<file path="src/rtl/shift_rows_stream.sv">
// ---------------------------------------------------------------------------
// shift_rows_stream
//
// Byte-serial AES ShiftRows engine. Accepts 16-byte AES states one byte per
// cycle (byte 0 first) and emits the ShiftRows-permuted state, one byte per
// cycle. Two 16-byte banks are used as a ping-pong store so that one state can
// be written while the previous one is read out. This gives a sustained rate
// of 1 byte/cycle.
//
// Parameters:
//   INV      0 = forward ShiftRows (encrypt), 1 = inverse ShiftRows (decrypt)
//
// Ports:
//   clk      rising-edge clock
//   rst_n    asynchronous active-low reset, clears all state including banks
//   s_valid  input byte valid
//   s_ready  block can accept an input byte this cycle
//   s_data   input state byte (byte k = bits [8k+7:8k] of the 128-bit state)
//   s_last   asserted with byte 15 of each input state
//   m_valid  output byte valid
//   m_ready  downstream accepts the output byte
//   m_data   permuted state byte, byte 0 first
//   m_last   asserted with output byte 15
//   err      sticky framing-error flag (early or missing s_last)
//
// All outputs are decoded from registers only. No input reaches an output
// combinationally.
// ---------------------------------------------------------------------------
module shift_rows_stream #(
    parameter bit INV = 1'b0
) (
    input  logic       clk,
    input  logic       rst_n,
    input  logic       s_valid,
    output logic       s_ready,
    input  logic [7:0] s_data,
    input  logic       s_last,
    output logic       m_valid,
    input  logic       m_ready,
    output logic [7:0] m_data,
    output logic       m_last,
    output logic       err
);

    // Ping-pong storage and per-bank occupancy.
    logic [7:0] bank [2][16];
    logic [1:0] full;

    // Write side.
    logic       wbank;
    logic [3:0] wcnt;

    // Read side.
    logic       rbank;
    logic [3:0] rcnt;

    logic s_fire;
    logic m_fire;
    logic w_done;   // byte 15 of a state is being written
    logic r_done;   // output byte 15 of a state is being read

    // Source byte index for output byte k = 4c + r. The row stays the same.
    // The column is rotated by the row number. The 2-bit column arithmetic
    // gives the mod-4 wrap directly.
    function automatic logic [3:0] src_index(input logic [3:0] k);
        logic [1:0] col;
        col = INV ? (k[3:2] - k[1:0]) : (k[3:2] + k[1:0]);
        return {col, k[1:0]};
    endfunction

    // NOTE: every signal written in an always_comb gets a value on every path.
    // Here each is assigned unconditionally, so no latch can be inferred.
    always_comb begin
        s_ready = !full[wbank];
        m_valid = full[rbank];
        m_data  = bank[rbank][src_index(rcnt)];
        m_last  = full[rbank] && (rcnt == 4'd15);
    end

    assign s_fire = s_valid && s_ready;
    assign m_fire = m_valid && m_ready;
    assign w_done = s_fire && (wcnt == 4'd15);
    assign r_done = m_fire && (rcnt == 4'd15);

    // NOTE: the byte store is reset explicitly. A cleared bank makes m_data
    // read 0x00 out of reset. Without this, stale key-dependent data could
    // appear on the idle output. The cost is a reset on every storage flop.
    always_ff @(posedge clk or negedge rst_n) begin
        if (!rst_n) begin
            for (int b = 0; b < 2; b++) begin
                for (int i = 0; i < 16; i++) begin
                    bank[b][i] <= 8'h00;
                end
            end
        end else if (s_fire) begin
            // A byte of an early-terminated block is also written here.
            // It is harmless, because that bank never becomes full from it.
            bank[wbank][wcnt] <= s_data;
        end
    end

    // Write control and framing checks.
    // NOTE: sequential state uses non-blocking assignments only. Then every
    // register samples the pre-edge values and the order of the statements
    // below does not matter.
    always_ff @(posedge clk or negedge rst_n) begin
        if (!rst_n) begin
            wbank <= 1'b0;
            wcnt  <= 4'd0;
            err   <= 1'b0;
        end else if (s_fire) begin
            if (s_last && (wcnt != 4'd15)) begin
                // Early last: drop the partial block and restart in the same bank.
                wcnt <= 4'd0;
                err  <= 1'b1;
            end else begin
                wcnt <= wcnt + 4'd1;
                if (wcnt == 4'd15) begin
                    wbank <= ~wbank;
                    if (!s_last) begin
                        err <= 1'b1;   // missing last: block still completes
                    end
                end
            end
        end
    end

    // Read control.
    always_ff @(posedge clk or negedge rst_n) begin
        if (!rst_n) begin
            rbank <= 1'b0;
            rcnt  <= 4'd0;
        end else if (m_fire) begin
            rcnt <= rcnt + 4'd1;
            if (rcnt == 4'd15) begin
                rbank <= ~rbank;
            end
        end
    end

    // Bank occupancy. A write completion and a read completion in the same
    // cycle always refer to different banks, so both updates apply.
    always_ff @(posedge clk or negedge rst_n) begin
        if (!rst_n) begin
            full <= 2'b00;
        end else begin
            if (r_done) begin
                full[rbank] <= 1'b0;
            end
            if (w_done) begin
                full[wbank] <= 1'b1;
            end
        end
    end

endmodule

</file>
<file path="config.mk">
export PLATFORM = sky130hd
export DESIGN_NAME = shift_rows_stream
export DESIGN_NICKNAME = d
export VERILOG_FILES = /design/src/rtl/shift_rows_stream.sv
export SDC_FILE = /design/constraint.sdc
export NUM_CORES = 1
export LEC_CHECK = 0
export CORE_UTILIZATION = 49
export CTS_CLUSTER_SIZE = 8
export DETAILED_ROUTE_END_ITERATION = 10
export PLACE_DENSITY = 0.63
export SLEW_MARGIN = 20
export SYNTH_ARGS = -nofsm -noshare
export SYNTH_HDL_FRONTEND = slang
export SYNTH_SLANG_ARGS = --single-unit
</file>
<file path="constraint.sdc">
create_clock -name clk -period 5.3 [get_ports clk]
set_clock_uncertainty 0.2 [all_clocks]
set_input_delay 1.06 -clock clk [delete_from_list [all_inputs] [get_ports clk]]
set_output_delay 1.06 -clock clk [all_outputs]
set_load 0.01 [all_outputs]
</file>
==> results by stage <==
Logic synthesis:
- The xor and xnor fraction of the mapped netlist area is 0.4746%.
- The commonest register cell after synthesis is dfrtp_1.
- The post-synthesis sequential area ratio is 53.19%.
- In this run, synthesis inferred 0 flip-flops with an integrated enable.
- The simple-gate share of the synthesized area is 4.647%.
- The compound-gate portion of the synthesized area is 2.541%.
- The synthesized instance count is 819.
- The proportion of synthesized area in mux cells is 35.67%.
- The flip-flop and latch count after synthesis is 269.
- After Yosys synthesis, full adders, half adders and majority gates account for 0.6921% of the synthesized area.
- In this run, distinct cell masters in the synthesized netlist total 47.
- The mean instance size in the synthesized netlist is 15.45 sq um.
- The main combinational cell family by area after synthesis is multiplexers.
- The total nets after synthesis is 839.
- After synthesis the cells add up to 0.01265 sq mm.
- The count of warnings emitted by yosys is 0.
- The share of async-settable or async-resettable flops after synthesis is 100.0%.

Placed design:
- Routability-driven placement finished with a final weighted congestion of 0.8384.
- The count of buffers added on input and output ports is 24.
- Before CTS, the worst setup slack after placement is 1054 ps.
- Once detailed placement completed, the half-perimeter wirelength came to 19520 microns.
- The number of cells in the design after placement is 1129.

Cells and area:
- Leaving out fill and tap cells, the most frequent cells in the layout are dfrtp_1, mux2_2, mux4_2, clkbuf_16, nand2_1.
- The fraction of layout instances using a drive strength above 1 is 44.85%.
- The leading cell type in the layout, fill and taps excluded is dfrtp_1.
- 0 antenna diodes ended up in the layout.
- Relative to the synthesized area, the layout overhead comes to 11.66%.
- The final layout net count is 860.
- The finished layout holds 1175 standard cells, fillers aside.

Drt:
- In the routed design, unresolved DRC markers number 0.
- The count of routing violations after the opening detailed-route iteration is 487.
- Before antenna repair, the detailed router went through 5 iterations.
- The detailed-route wire length per cell is 25.51 microns.
- In this run the remaining antenna-violating nets after routing total 0.
- Using the TritonRoute via totals, the vias-per-cell ratio works out to 6.139.
- Summed over all layers, the routed wires come to 29980 microns.
- Across all layers, the routed design uses 7213 vias.

Setup path:
- Walking the worst path, the cells encountered are buf_4 > mux4_2 > nor2b_1 > a211oi_1 > a211oi_1 > clkdlybuf4s50_1.
- The worst setup path is of the flip-flop to output port kind.
- The worst register-to-register path has a setup slack of 2440 ps.
- For the worst flop-to-flop path, the logic depth is 5.
- STA classifies the critical path endpoint as an output port.
- The startpoint type of the worst setup path is a flip-flop.
- Data on the critical path is required at its endpoint by 4040 ps.
- The cell type of the slowest stage on the worst timing path is buf_4.
- For the worst setup path, the data arrival time is 3540 ps.
- The most numerous cell type found on the critical path is a211oi_1.
- The peak fanout along the critical path is 61.
- On the worst path, the slowest cell contributes a delay of 810 ps.

Hold path:
- The min-delay analysis places its worst path in the category flip-flop to flip-flop.
- Along the worst hold path, the cell count comes to 1.

Clock network:
- In this run, post-CTS repair resized a total of 0 instances.
- The clock latency on the worst-skew pair is 520 ps.
- The number of buffers created by CTS is 39.
- The deepest level of the CTS H-tree is 2.
- Buffers added to address setup during post-CTS repair amount to 0.
- The clock transition at the registers of the reported paths is 50 ps.
- The clock tree from TritonCTS is built.
- The clock tree root driver cell is clkbuf_16.
- The clock drives 269 sinks.
- The clock passes through at most 3 buffers.
- After clock tree synthesis, the flow added hold-fix buffers numbering 0.

GRT:
- The via count of the first global-routing pass is 7664.
- Global routing used 24.11% of the available tracks.
- The number of antenna violations at the first check in global routing is 0.
- Entering global routing, the biggest net connects 94 pins.
- The overall overflow remaining after global route is 0.
- The wire length of the first global-routing pass is 47520 microns.
- Global routing consumed, on the met2 layer, 38.65% of the routing resources.
- Global routing consumed, on the met3 layer, 4.023% of the routing resources.
- The met1 routing resource usage after global routing is 33.92%.
- The global routing stage identified its most utilized layer as met2.

Pwr:
- For this design the static power due to leakage is 6.595 nW.
- The share of total power dissipated in the clock network is 43.2%.
- The power per standard cell area is 358.0 mW/mm^2.
- Sequential cells burn 45.7% of the power.
- The worst-case IR drop observed on VDD is 0.2055 mV.
- The relative contribution of combinational cells to total power is 11.1%.
- The analysis attributes to net switching a power of 1.195 mW.
- The internal power of the cells is 3.864 mW.
- In this run switching power makes up 23.62% of total power.

Outcome:
- The run finished with clean final reports.

Timing:
- For the pin with the worst max-slew slack, the measured transition is 1082 ps.
- The final number of setup-violating endpoints is 0.
- Setup repair after global routing left no endpoint under its margin.
- The final-report hold violation count is 0.
- In the finished design, the share of the clock period the worst path needs comes to 90.48%.
- The post-route minimum period is 4795 ps.
- The max-slew violation total from the final report was 0.
- The highest attainable clock frequency is 208.5 MHz.
- In this run the tightest slew margin relative to its limit is 27.89%.
- The final setup slack of the worst path is 504.7 ps.
- After routing, the total negative slack on setup checks comes to 0 ps.

Flow run:
- The total of max-cap violations is 0.

Floorplan:
- The top-level I/O count is 25.
- For this configuration, the core starts out at a cell density of 50.11%.
- The floorplan step defined a die boundary enclosing 0.02647 sq mm.
- In this run the horizontal extent of the chip is 162.7 microns.
- The floorplan has 58 rows.
- The total area inside the core boundary comes to 0.02525 sq mm.
- The die extent in y is 162.7 microns.
[power groups by stage]
stage                     combinational [mW]  sequential (mW)  clock [mW]
after CTS                              0.571             2.31        2.23
after detailed placement               0.569             2.34           0
final                                  0.561             2.31        2.19
after global placement                 0.553             2.33           0
after global routing                   0.604             2.33        2.33
after floorplan                        0.351             2.30           0
[metal layers]
layer	share of wire, %	wire length [microns]	vias up
li1	-	-	3110
met1	45	13430	3886
met2	49	14670	169
met3	4.2	1247	48
met4	2.1	624	0
met5	0	0	-
[metrics by stage]
step / total power [mW] / utilization, % / hold slack [ps] / area (sq um)
floorplan: 2.655 / - / 255.8 / 12650
detailed placement: 2.911 / 51.83 / 266.0 / 13090
finish: 5.059 / 55.95 / 273.6 / 14130
global route: 5.263 / 55.95 / 284.6 / 14130
global placement: 2.878 / 51.83 / 261.9 / 13090
CTS: 5.110 / 55.99 / 281.1 / 14140
[critical path: cells and delay by family (launching register included)]
| kind | cells | cell delay (ps) |
|---|---|---|
| buffers and inverters | 2 | 1350 |
| multiplexers | 1 | 600 |
| AO/OA/AOI/OAI | 2 | 510 |
| flip-flops | 1 | 360 |
| AND/OR/NAND/NOR | 1 | 140 |
[registers in the layout, indices dropped and copies added (netlist names)]
signal,count
bank,256
err,1
full,2
rbank,1
rcnt,4
wbank,1
wcnt,4
[worst paths after layout]
kind,from,to
hold / removal,err,err
min in group asynchronous,rst_n,bank[222]
hold reg to reg,err,err
setup / recovery,rcnt[0],m_data[4]
setup reg to reg,wcnt[0],bank[135]
max in group asynchronous,rst_n,rcnt[0]
[cell families after synthesis]
family                   after synthesis
AO/OA/AOI/OAI                         45
XOR/XNOR                               6
adder cells (fa/ha/maj)                7
buffers and inverters                 60
flip-flops                           269
multiplexers                         331
AND/OR/NAND/NOR                      101
[final cells by class]
cell class / count / area [sq um]
flip-flops and latches: 269 / 6734
fillers: 1972 / 11120
well taps: 330 / 412.9
repair buffers: 38 / 352.8
clock inverters: 2 / 25.02
inverters: 2 / 7.507
multi-input cells: 490 / 5572
clock buffers: 44 / 1026
[synthesized netlist by cell type (5+ instances only)]
master,number,share of area (%)
dfrtp_1,269,53
a2111oi_1,5,0.40
buf_6,7,0.62
a221oi_1,6,0.42
mux2_1,11,0.98
nor4_1,6,0.30
nor2_2,12,0.59
o21ai_0,13,0.51
nand2_1,29,0.86
mux2i_1,7,0.55
mux4_1,20,4.2
buf_2,11,0.44
ha_1,7,0.69
clkbuf_1,33,0.98
mux4_2,44,7.8
nand2b_1,6,0.30
nor2_1,10,0.30
o22ai_1,10,0.49
nor2b_1,12,0.59
mux2_2,249,22
No activity file was read; power rests on OpenSTA's default activity.
